===== config.mk =====
export PLATFORM = sky130hd
export DESIGN_NAME = ps2_rx_fifo
export DESIGN_NICKNAME = d
export VERILOG_FILES = /design/src/rtl/ps2_pkg.sv /design/src/rtl/ps2_rx_fifo_sync_fifo.sv /design/src/rtl/ps2_rx_fifo.sv
export SDC_FILE = /design/constraint.sdc
export NUM_CORES = 1
export LEC_CHECK = 0
export BUFFER_PORTS_ARGS = -buffer_cell sky130_fd_sc_hd__buf_2
export CAP_MARGIN = 20
export CORE_MARGIN = 2
export CORE_UTILIZATION = 44
export CTS_CLUSTER_SIZE = 14
export DETAILED_ROUTE_END_ITERATION = 6
export PLACE_DENSITY = 0.69
export SYNTH_ARGS = -nofsm -noshare
export SYNTH_HDL_FRONTEND = slang
export SYNTH_SLANG_ARGS = --single-unit

===== constraint.sdc =====
create_clock -name clk -period 3.4 [get_ports clk]
set_input_delay 0.34 -clock clk [delete_from_list [all_inputs] [get_ports clk]]
set_output_delay 0.34 -clock clk [all_outputs]
set_load 0.02 [all_outputs]

===== src/rtl/ps2_pkg.sv =====
// Shared types for the PS/2 keyboard receiver.
// Frame geometry, receive FSM states and the scancode type.
package ps2_pkg;

    localparam int PS2_FRAME_BITS = 11;
    // start, parity and stop surround the payload
    localparam int PS2_DATA_BITS = PS2_FRAME_BITS - 3;

    typedef enum logic [1:0] {
        IDLE,
        DATA,
        PARITY,
        STOP
    } ps2_state_t;

    typedef logic [7:0] scancode_t;

endpackage


===== src/rtl/ps2_rx_fifo_sync_fifo.sv =====
// sync_fifo: single-clock first-word-fall-through FIFO.
// Ports: push/wdata in, pop in, rdata (head, 0 when empty), full, empty, count.
module sync_fifo #(
    parameter int WIDTH = 8,
    parameter int DEPTH = 16
) (
    input  logic                       clk,
    input  logic                       clrn,
    input  logic                       push,
    input  logic [WIDTH-1:0]           wdata,
    input  logic                       pop,
    output logic [WIDTH-1:0]           rdata,
    output logic                       full,
    output logic                       empty,
    output logic [$clog2(DEPTH+1)-1:0] count
);

    localparam int AW = $clog2(DEPTH);
    localparam int CW = $clog2(DEPTH + 1);

    logic [WIDTH-1:0] mem [DEPTH];
    logic [AW-1:0]    wr_ptr;
    logic [AW-1:0]    rd_ptr;
    logic             do_push;
    logic             do_pop;

    assign full    = (count == CW'(DEPTH));
    assign empty   = (count == '0);
    assign do_pop  = pop && !empty;
    // a pop frees the slot, so a push into a full FIFO still fits
    assign do_push = push && (!full || do_pop);
    assign rdata   = empty ? '0 : mem[rd_ptr];

    always_ff @(posedge clk) begin
        if (do_push) mem[wr_ptr] <= wdata;
    end

    always_ff @(posedge clk or negedge clrn) begin
        if (!clrn) begin
            wr_ptr <= '0;
            rd_ptr <= '0;
            count  <= '0;
        end else begin
            if (do_push) wr_ptr <= wr_ptr + 1'b1;
            if (do_pop)  rd_ptr <= rd_ptr + 1'b1;
            case ({do_push, do_pop})
                2'b10:   count <= count + 1'b1;
                2'b01:   count <= count - 1'b1;
                default: count <= count;
            endcase
        end
    end

endmodule


===== src/rtl/ps2_rx_fifo.sv =====
// ps2_rx_fifo: PS/2 keyboard receiver with deglitch, watchdog and scancode FIFO.
// Ports: clk, clrn, ps2_clk/ps2_data pins, rdn pop, clr_err; data/ready/count, overflow, frame_err.
module ps2_rx_fifo
    import ps2_pkg::*;
#(
    parameter int DEPTH       = 16,
    parameter int SYNC_STG    = 2,
    parameter int FILT_LEN    = 8,
    parameter int TIMEOUT_CYC = 200000
) (
    input  logic                       clk,
    input  logic                       clrn,
    input  logic                       ps2_clk,
    input  logic                       ps2_data,
    input  logic                       rdn,
    input  logic                       clr_err,
    output logic [7:0]                 data,
    output logic                       ready,
    output logic [$clog2(DEPTH+1)-1:0] count,
    output logic                       overflow,
    output logic                       frame_err
);

    localparam int FW = $clog2(FILT_LEN);
    localparam int WW = $clog2(TIMEOUT_CYC + 1);

    // pins idle high, so the chains start at 1 to avoid a false fall
    logic [SYNC_STG-1:0] clk_sync;
    logic [SYNC_STG-1:0] dat_sync;
    logic                clk_s;
    logic                bit_s;

    always_ff @(posedge clk or negedge clrn) begin
        if (!clrn) begin
            clk_sync <= '1;
            dat_sync <= '1;
        end else begin
            clk_sync <= {clk_sync[SYNC_STG-2:0], ps2_clk};
            dat_sync <= {dat_sync[SYNC_STG-2:0], ps2_data};
        end
    end

    assign clk_s = clk_sync[SYNC_STG-1];
    assign bit_s = dat_sync[SYNC_STG-1];

    // filt_cnt counts consecutive samples that disagree with the level
    logic          filt_lvl;
    logic [FW-1:0] filt_cnt;
    logic          filt_flip;
    logic          fall;

    assign filt_flip = (clk_s != filt_lvl) && (filt_cnt == FW'(FILT_LEN - 1));
    assign fall      = filt_flip && filt_lvl;

    always_ff @(posedge clk or negedge clrn) begin
        if (!clrn) begin
            filt_lvl <= 1'b1;
            filt_cnt <= '0;
        end else if (clk_s == filt_lvl) begin
            filt_cnt <= '0;
        end else if (filt_flip) begin
            filt_lvl <= clk_s;
            filt_cnt <= '0;
        end else begin
            filt_cnt <= filt_cnt + 1'b1;
        end
    end

    ps2_state_t    state;
    ps2_state_t    state_n;
    scancode_t     shreg;
    scancode_t     shreg_n;
    logic [2:0]    bit_cnt;
    logic [2:0]    bit_cnt_n;
    logic          par_ok;
    logic          par_ok_n;
    logic [WW-1:0] wdog;
    logic [WW-1:0] wdog_n;
    logic          timeout;
    logic          push;
    logic          bad_evt;

    always_ff @(posedge clk or negedge clrn) begin
        if (!clrn) begin
            state   <= IDLE;
            shreg   <= '0;
            bit_cnt <= '0;
            par_ok  <= 1'b0;
            wdog    <= '0;
        end else begin
            state   <= state_n;
            shreg   <= shreg_n;
            bit_cnt <= bit_cnt_n;
            par_ok  <= par_ok_n;
            wdog    <= wdog_n;
        end
    end

    always_comb begin
        state_n   = state;
        shreg_n   = shreg;
        bit_cnt_n = bit_cnt;
        par_ok_n  = par_ok;
        push      = 1'b0;
        bad_evt   = 1'b0;
        wdog_n    = (state == IDLE || fall) ? '0 : wdog + 1'b1;
        timeout   = (state != IDLE) && !fall
                    && (wdog == WW'(TIMEOUT_CYC - 1));
        case (state)
            IDLE: begin
                if (fall && !bit_s) begin
                    state_n   = DATA;
                    shreg_n   = '0;
                    bit_cnt_n = '0;
                end
            end
            DATA: begin
                if (fall) begin
                    shreg_n   = {bit_s, shreg[7:1]};
                    bit_cnt_n = bit_cnt + 1'b1;
                    if (bit_cnt == 3'(PS2_DATA_BITS - 1)) state_n = PARITY;
                end
            end
            PARITY: begin
                if (fall) begin
                    par_ok_n = ^shreg ^ bit_s;
                    state_n  = STOP;
                end
            end
            STOP: begin
                if (fall) begin
                    state_n = IDLE;
                    if (bit_s && par_ok) push    = 1'b1;
                    else                 bad_evt = 1'b1;
                end
            end
            default: state_n = IDLE;
        endcase
        if (timeout) begin
            state_n = IDLE;
            bad_evt = 1'b1;
            push    = 1'b0;
        end
    end

    logic full;
    logic empty;
    logic ovf_evt;

    sync_fifo #(
        .WIDTH (8),
        .DEPTH (DEPTH)
    ) u_fifo (
        .clk   (clk),
        .clrn  (clrn),
        .push  (push),
        .wdata (shreg),
        .pop   (!rdn),
        .rdata (data),
        .full  (full),
        .empty (empty),
        .count (count)
    );

    assign ready = !empty;
    // when full, a same-cycle pop makes room, so only push-without-pop drops
    assign ovf_evt = push && full && rdn;

    always_ff @(posedge clk or negedge clrn) begin
        if (!clrn) begin
            overflow  <= 1'b0;
            frame_err <= 1'b0;
        end else begin
            if (ovf_evt)      overflow <= 1'b1;
            else if (clr_err) overflow <= 1'b0;
            if (bad_evt)      frame_err <= 1'b1;
            else if (clr_err) frame_err <= 1'b0;
        end
    end

endmodule

==> results of run 1 <==
==> synthesized netlist by cell type (4+ instances only) <==
cell type / n
edfxtp_1: 128
dfrtp_1: 50
nand2_1: 39
nor2_1: 34
mux4_2: 32
xnor2_1: 24
ha_1: 17
o21ai_0: 17
a22oi_1: 16
a21oi_1: 15
inv_1: 13
clkbuf_1: 10
nor3_1: 9
xor2_1: 8
buf_2: 6
nand3_1: 6
nand4_1: 6
nor2b_1: 6
buf_1: 5
dfstp_2: 5
nand2b_1: 4
or3_1: 4
==> per-stage QoR <==
step	setup WS (ns)	hold WS, ns	total power, mW
finish	0.534	0.233	6.11
CTS	0.481	0.214	6.17
detailed placement	0.632	0.349	4.10
floorplan	0.909	0.0444	3.72
global placement	0.797	0.348	4.05
global route	0.344	0.249	6.41
==> layout by cell type (no fill, tap or decap), types with 8 or more instances in the layout <==
master	count
xor2_1	8
a22oi_1	16
buf_4	9
nor2_1	34
edfxtp_1	128
xnor2_1	24
inv_1	13
nand2_1	39
buf_2	21
mux4_2	32
a21oi_1	15
dfrtp_1	49
clkbuf_16	17
nor3_1	9
ha_1	17
o21ai_0	17
==> power groups by stage <==
| stage | sequential, mW | clock [mW] | combinational [mW] |
|---|---|---|---|
| 4_1_cts | 2.75 | 2.10 | 1.32 |
| 5_1_grt | 2.78 | 2.18 | 1.45 |
| 3_5_place_dp | 2.79 | 0 | 1.31 |
| 2_1_floorplan | 2.70 | 0 | 1.01 |
| 3_3_place_gp | 2.78 | 0 | 1.27 |
| 6_report | 2.75 | 2.06 | 1.31 |
==> final timing paths <==
| kind | from | end | slack [ns] | depth (start not counted) |
|---|---|---|---|---|
| worst max-delay path | u_fifo.rd_ptr[0] | data[7] | 0.53 | 5 |
| worst min-delay path | clr_err | overflow | 0.23 | 3 |
| worst max register to register | filt_cnt[0] | u_fifo.count[4] | 0.65 | 11 |
| worst min register to register | dat_sync[0] | dat_sync[1] | 0.36 | 0 |
| max in group asynchronous | clrn | dat_sync[0] | 2.06 | 3 |
| min in group asynchronous | clrn | u_fifo.count[0] | 0.53 | 2 |
==> per-layer routing <==
metal  share of wire (%)  GRT usage (%)  vias up
li1                    -              -     1910
met1                  44           22.7     2125
met2                  50           27.3       84
met3                 4.7           4.59       11
met4                 1.3           5.84        0
met5                   0              0        -
==> sequential cells by signal (all words and copies together) (netlist names), 2 cells and up <==
signal         cells
state              2
wdog              18
u_fifo.mem       128
shreg              8
u_fifo.rd_ptr      4
bit_cnt            3
dat_sync           2
u_fifo.wr_ptr      4
clk_sync           2
u_fifo.count       5
filt_cnt           3
==> critical path: stages, from the launching register on <==
cell and delay (ns):
dfrtp_2 0.78, buf_12 0.27, mux4_2 0.51, a22oi_1 0.26
a21oi_1 0.10, buf_2 0.17
==> cell type report <==
cell class	instances	area (µm²)
clock buffers	19	433
well taps	225	282
repair buffers	34	223
clock inverters	13	196
fillers	1434	8430
inverters	14	52.6
flip-flops and latches	183	5230
multi-input cells	274	2330
==> cell families (layout without fill, tap and decap cells) <==
logic type / after synthesis / count (layout) / synth area share [%]
flip-flops: 183 / 183 / 67.9
AND/OR/NAND/NOR: 124 / 124 / 8.18
AO/OA/AOI/OAI: 64 / 64 / 5.43
multiplexers: 36 / 36 / 10.0
buffers and inverters: 35 / 80 / 1.80
XOR/XNOR: 32 / 32 / 3.64
adder cells (fa/ha/maj): 18 / 18 / 3.02
==> repair_timing <==
item,4_1_cts,5_1_grt
buffers inserted,0,0
gates resized for setup,0,0
hold endpoints to repair,11,0
hold buffers,3,0
==> results.md, run 1 <==
* Routed wire per std cell at 18.9 µm
* Share of the yosys chip area belonging to registers at between 60% and 70%
* DRC at 0
* Clock tree sinks at 183
* Synth Register Bits at ~180
* CTS tree: done
* Critical path arrival at 2.53 ns
* Initial antenna violation count at 0
* Worst Tran Pin Value at 0.807 ns
* Distinct cells, synth at 49
* DP Area at 8090 µm²
* Peak supply drop at 0.541 mV
* Setup TNS Final at 0 ns
* Fin cells at between 700 and 800
* Placed wire-length estimate at 9.49 mm
* Pin count of the biggest net entering global routing at 36
* Fin Clk Skew at roughly 0.0088 ns
* Nets at 548
* GPL Wtd Cong at 0.770
* Switching Fraction at between 20% and 30%
* Crit end category: output port
* Drt first pass iters at 4
* Crit Path Class: reg -> out
* Pwr/cell area at 699 nW/µm²
* Max_slew headroom at approximately 46%
* NetSw at 1.77 mW
* Status: complete, no violations
* Die footprint at 18600 µm²
* Clock Tree Buf Depth at 2
* Port Buffers at 21
* Hold WC Path Type: in -> reg
* Sequential share of power at ~45%
* I/O Pins at 22
* Grt total ovfl at 0
* Clock network power share at between 30% and 40%
* Placed cells at 727
* Layout area overhead at 13.6%
* Initial core utilization at about 45%
* First-iteration detailed-routing DRC count at 229
* Largest area contributor in the netlist: edfxtp_1
* Netlist Area Pre-Place at 7700 µm²
* Cell leakage power at 3.22 nW
* Ratio of final minimum period to clock period at between 80% and 90%
* Max-cap violations at 0
* Fin. Hold Viols at 0
* Final slew viol count at 0
* Syn. warnings at 0
* Post-Synthesis Cells at between 400 and 500
* Vias at 4130
* Top cell type's share of synthesized area at 49.9%
* Die width at around 140 µm
* First-pass GRT wire length at 23.4 mm
* Tmin final at 2.87 ns
* Reg clk slew, reported paths at 0.07 ns
* CP Max Fanout at 19
* Mean Syn Cell Area at 15.6 µm²
* RSZ-0062 raised after global routing: no
* Int Pwr at 4.34 mW
* Vias per cell at between 5 and 6
* Core area at around 17000 µm²
* Share of layout cells above drive strength 1 at 20.9%
* EDFF count, synth at 128
* Util after Layout at 50.9%
* Main synth FF type: edfxtp_1
* Combinational Power Share at 21.4%
* # rows at 48
* Antenna-violating nets left at 0
* Number of CTS-inserted buffers at 17
* Worst skew pair latency at 0.42 ns
* Setup crit start kind: register
* Routed wire length at 14.4 mm
* # diodes at 0
* Syn_nets at roughly 520
* Design area at 8750 µm²
* # H-tree levels at 4
* CP required at roughly 3.1 ns
* Vias in the first global route at between 4000 and 5000
* Die Ht at between 100 and 150 µm
* Gr usage total at 17.1%
* Top post-synthesis cells by area: edfxtp_1 (50%), dfrtp_1 (16%), mux4_2 (9.4%), ha_1 (2.8%), xnor2_1 (2.7%)
* FMAX at 349 MHz
* Async set-or-reset flop fraction in the synthesized netlist at roughly 30%
* Setup Viol. Count Final at 0
* Root buf cell: clkbuf_16
(Power assumes the default switching activity.)
==> inputs of run 2 (changes only) <==
--- a/config.mk
+++ b/config.mk
@@ -11,7 +11,7 @@
 export CORE_UTILIZATION = 44
 export CTS_CLUSTER_SIZE = 14
 export DETAILED_ROUTE_END_ITERATION = 6
-export PLACE_DENSITY = 0.69
+export PLACE_DENSITY = 0.71
 export SYNTH_ARGS = -nofsm -noshare
 export SYNTH_HDL_FRONTEND = slang
 export SYNTH_SLANG_ARGS = --single-unit
==> constraint.sdc (replaced) <==
create_clock -name clk -period 2.4 [get_ports clk]
set_input_delay 0.24 -clock clk [delete_from_list [all_inputs] [get_ports clk]]
set_output_delay 0.24 -clock clk [all_outputs]
set_load 0.02 [all_outputs]
==> results.md, run 2 (synthesis results as in run 1) <==
* Grt total ovfl at 0
* Pin count of the biggest net entering global routing at 56
* CP Max Fanout at 8
* Reg clk slew, reported paths at 0.07 ns
* Layout area overhead at 18.8%
* Initial core utilization at 44.8%
* Crit end category: output port
* First-pass GRT wire length at 23.3 mm
* Port Buffers at 21
* CP top delay family: multiplexers
* Worst Path Buf+Inv at 3
* Fin. Hold Viols at 0
* CP peak stage delay at 0.51 ns
* Die width at ~140 µm
* Status: complete, no violations
* Fin Clk Skew at around 0.01 ns
* Biggest register: u_fifo.mem
* Clock tree sinks at 183
* Drt first pass iters at 5
* Ratio of final minimum period to clock period at 98.0%
* Max FFs per register at 128
* Peak supply drop at around 0.60 mV
* Pwr/cell area at 960 nW/µm²
* # H-tree levels at 4
* First-iteration detailed-routing DRC count at 255
* Util after Layout at 53.2%
* CP required at ~2.2 ns
* Tmin final at 2.35 ns
* Core area at 17200 µm²
* Root buf cell: clkbuf_16
* Critical path arrival at 2.11 ns
* Initial antenna violation count at 0
* FMAX at 425 MHz
* # diodes at 0
* Antenna-violating nets left at 0
* Gr usage total at 17.0%
* Setup Viol. Count Final at 0
* Cell leakage power at 3.49 nW
* Slowest CP cell: mux4_2
* GPL Wtd Cong at ~0.79
* Max_slew headroom at 54.0%
* Placed wire-length estimate at 9.50 mm
* Vias in the first global route at around 4500
* CTS tree: done
* Hold WC Path Type: in -> reg
* Worst Tran Pin Value at between 0.6 and 0.7 ns
* Setup TNS Final at 0 ns
* Routed wire length at 14.8 mm
* Max-cap violations at 0
* Number of CTS-inserted buffers at 17
* Nets at 581
* Die footprint at about 19000 µm²
* DRC at 0
* CP Cell Sequence: buf_12, buf_12, mux4_2, a22oi_2, a21oi_2, buf_4
* I/O Pins at 22
* Clock Tree Buf Depth at 2
* Worst skew pair latency at 0.43 ns
* Most common cell after layout, fill and taps aside: edfxtp_1
* Crit-path most repeated cell: buf_12
* Vias at roughly 4300
* Die Ht at ~140 µm
* Vias per cell at 5.35
* Most frequent cells in the layout: edfxtp_1 (128), dfrtp_1 (49), nand2_1 (39), buf_4 (38), nor2_1 (33)
* RSZ-0062 raised after global routing: yes
* Share of layout cells above drive strength 1 at 30.7%
* Final slew viol count at 0
* Routed wire per std cell at 18.7 µm
* Top flop regs: u_fifo.mem (128), wdog (18), shreg (8)
* # rows at 48
* Crit Path Class: reg -> out
* Setup crit start kind: register
## run 2: cell types whose count changed in the layout (fill, tap and decap cells not counted), moves of 3 or more
cell / previous run / this run
buf_4: 9 / 38
a22oi_1: 16 / 2
a22oi_2: 0 / 14
bufinv_16: 4 / 0
buf_12: 1 / 4
ha_1: 17 / 14
## run 2: final timing paths
| check | cells past startpoint | end | slack [ns] | start |
|---|---|---|---|---|
| max | 6 | data[3] | 0.05 | u_fifo.rd_ptr[0] |
| min | 3 | overflow | 0.12 | clr_err |
| max reg2reg | 12 | u_fifo.count[4] | 0.06 | filt_cnt[1] |
| min reg2reg | 0 | dat_sync[1] | 0.36 | dat_sync[0] |
| max in group asynchronous | 3 | u_fifo.rd_ptr[0] | 1.44 | clrn |
| min in group asynchronous | 3 | u_fifo.count[1] | 0.47 | clrn |
## run 2: cell type report
class,count,area (µm²)
Tap cell,225,282
Inverter,14,52.6
Timing Repair Buffer,67,552
Sequential cell,183,5230
Clock buffer,18,429
Multi-Input combinational cell,274,2480
Clock inverter,14,119
Fill cell,1385,8030
## run 2: what timing repair did
item / 4_1_cts / 5_1_grt
resized for setup: 5 / 24
gates cloned: 0 / 2
endpoints found under the setup margin: 9 / 26
buffers inserted: 2 / 5
pin swaps: 0 / 14
hold buffers: 3 / 0
hold endpoints to repair: 52 / 0
## run 2: worst min-delay path, cell delays in order
cell       delay (ns)
buf_2            0.08
inv_1            0.05
o2bb2ai_1        0.13
## run 2: report_power, final
group          leakage [nW]  internal [mW]  switching, mW  total [mW]
Sequential             2.07           3.56          0.244        3.81
Clock                 0.273           1.36           1.22        2.58
Combinational          1.15           1.13           1.26        2.39
Total                  3.49           6.05           2.73        8.78
## run 2: metal layers
layer,GRT usage [%],vias up,part of all wire (%)
met5,0,-,0
met4,5.21,0,1.3
met3,5.07,18,6.7
met2,27.9,98,49
met1,21.9,2162,43
li1,-,1979,-
## run 2: stage by stage
| step | cell area, µm² | total power [mW] | setup WS (ns) | hold WS (ns) | instances |
|---|---|---|---|---|---|
| after detailed placement | 8320 | 5.93 | -0.0292 | 0.348 | 751 |
| after global routing | 9150 | 9.19 | -0.0427 | 0.128 | 795 |
| after floorplan | 7730 | 5.26 | -0.0483 | -0.0556 | 492 |
| final | 9150 | 8.78 | 0.0474 | 0.120 | 795 |
| after global placement | 8320 | 5.84 | 0.120 | 0.346 | 751 |
| after CTS | 8940 | 8.55 | 0.0159 | 0.113 | 788 |
==> inputs of run 3 (changes only) <==
--- a/config.mk
+++ b/config.mk
@@ -7,7 +7,6 @@
 export LEC_CHECK = 0
 export BUFFER_PORTS_ARGS = -buffer_cell sky130_fd_sc_hd__buf_2
 export CAP_MARGIN = 20
-export CORE_MARGIN = 2
 export CORE_UTILIZATION = 44
 export CTS_CLUSTER_SIZE = 14
 export DETAILED_ROUTE_END_ITERATION = 6
==> results.md, run 3 (synthesis results as in run 1) <==
* R2R Path End: u_fifo.count[4]
* Pwr/cell area at 980 nW/µm²
* Status: finished, violations left
* Layout area overhead at 19.3%
* Core area at 16800 µm²
* Vias in the first global route at between 4000 and 5000
* Reg-to-reg setup timing slack at 0.02 ns
* Vias per cell at 5.47
* Hold WC Path Type: in -> reg
* WHS Endpoint: overflow
* Routed wire per std cell at 19.5 µm
* FMAX at 410 MHz
* # H-tree levels at 4
* Routed wire length at 15.4 mm
* Failing checks: negative setup slack
* Gr usage total at approximately a fifth
* Worst hold stages at 3
* Worst Tran Pin Value at 0.737 ns
* Drt first pass iters at 5
* Pin count of the biggest net entering global routing at 32
* GPL Wtd Cong at slightly above 0.8
* Max_slew headroom at 50.9%
* Max FFs per register at 128
* CP Cell Sequence: buf_12, buf_16, mux4_2, a22oi_2, a21oi_1, buf_4
* Most frequent cells in the layout: edfxtp_1 (128), dfrtp_1 (49), nand2_1 (39), buf_4 (39), nor2_1 (33)
* Die width at roughly 130 µm
* Ratio of final minimum period to clock period at 102%
* Setup Viol. Count Final at 8
* Crit Path Class: reg -> out
* RSZ-0062 raised after global routing: yes
* Port Buffers at 21
* Clock Tree Buf Depth at 2
* Peak supply drop at about 0.77 mV
* CP peak stage delay at 0.55 ns
* Max-cap violations at 0
* Die footprint at 18000 µm²
* CTS tree: done
* # rows at 47
* Slowest CP cell: mux4_2
* Hold Startpoint: clr_err
* R2R Path Start: filt_cnt[0]
* Fin Clk Skew at 0.00887 ns
* CP Max Fanout at 6
* Top flop regs: u_fifo.mem (128), wdog (18), shreg (8)
* CP startpoint: u_fifo.rd_ptr[0]
* Setup crit start kind: register
* Cell leakage power at between 3 and 4 nW
* Worst path depth at 6
* Vias at ~4300
* CP required at between 2 and 2.5 ns
* Fillers at 1342
* Nets at 579
* Crit end category: output port
* Most common cell after layout, fill and taps aside: edfxtp_1
* First-pass GRT wire length at 24.9 mm
* Final worst setup slack at -0.0401 ns
* Placed wire-length estimate at around 9.7 mm
* Grt total ovfl at 0
* Clock tree sinks at 183
* CP top delay family: multiplexers
* I/O Pins at 22
* Root buf cell: clkbuf_16
* Initial antenna violation count at 0
* Share of layout cells above drive strength 1 at between 30% and 40%
* Final slew viol count at 0
* Reg clk slew, reported paths at 0.07 ns
* Fin. Hold Viols at 0
* Initial core utilization at 45.8%
* Worst skew pair latency at ~0.43 ns
* Antenna-violating nets left at 0
* Critical path arrival at 2.20 ns
* Worst Reg-to-Reg Cells at 11
* Tmin final at 2.44 ns
* Die Ht at ~130 µm
* # diodes at 0
* Setup TNS Final at -0.176 ns
* DRC at 0
* Worst Path Buf+Inv at 3
* First-iteration detailed-routing DRC count at 346
* Worst Hold Slack at 0.0977 ns
* Biggest register: u_fifo.mem
* Number of CTS-inserted buffers at 17
run 3: area by class of cell:
class,instances,area (µm²),share of cell area [%]
multi-input cells,274,2470,26.8
flip-flops and latches,183,5230,56.9
repair buffers,65,576,6.27
clock inverters,15,163,1.77
inverters,14,52.6,0.572
clock buffers,17,425,4.63
well taps,220,275,3.00
run 3: how the worst max path moves through the flow:
| stage | to | slack [ns] |
|---|---|---|
| 2_1_floorplan | u_fifo.mem[1][0] | -0.05 |
| 3_3_place_gp | u_fifo.count[4] | 0.12 |
| 3_5_place_dp | u_fifo.count[4] | -0.01 |
| 4_1_cts | data[5] | -0.06 |
| 5_1_grt | data[2] | -0.1 |
| 6_report | data[5] | -0.04 |
run 3: metal layers:
metal / track usage [%] / vias up / part of all wire, %
met5: 0 / - / 0
li1: - / 1983 / -
met1: 25.2 / 2229 / 46
met4: 5.43 / 0 / 1.2
met2: 30.2 / 86 / 50
met3: 4.76 / 14 / 3.5
run 3: report_power, final:
group          leakage (nW)  switching, mW  internal [mW]
sequential             2.07          0.288           3.56
combinational          1.14           1.26           1.16
clock                 0.290           1.26           1.48
run 3: stage by stage:
step | power (mW) | util, % | std cells | area [µm²] | setup slack (ns)
after detailed placement | 5.89 | 49.4 | 746 | 8300 | -0.00991
final | 9.00 | 54.6 | 788 | 9190 | -0.0401
after global placement | 5.80 | 49.4 | 746 | 8300 | 0.118
after floorplan | 5.26 | - | 492 | 7730 | -0.0483
after global routing | 9.39 | 54.6 | 788 | 9190 | -0.0955
after CTS | 9.05 | 54.5 | 787 | 9160 | -0.0598
run 3: tightest hold or removal path, delay by kind of cell:
family | cells | cell delay (ns)
buffers and inverters | 2 | 0.13
AO/OA/AOI/OAI | 1 | 0.12
run 3: timing repair:
item,in CTS,in global routing
hold buffers,3,0
pin swaps,9,4
setup buffers,3,1
cloned,3,0
hold endpoints to repair,23,0
setup endpoints to repair,9,21
gates resized for setup,29,5
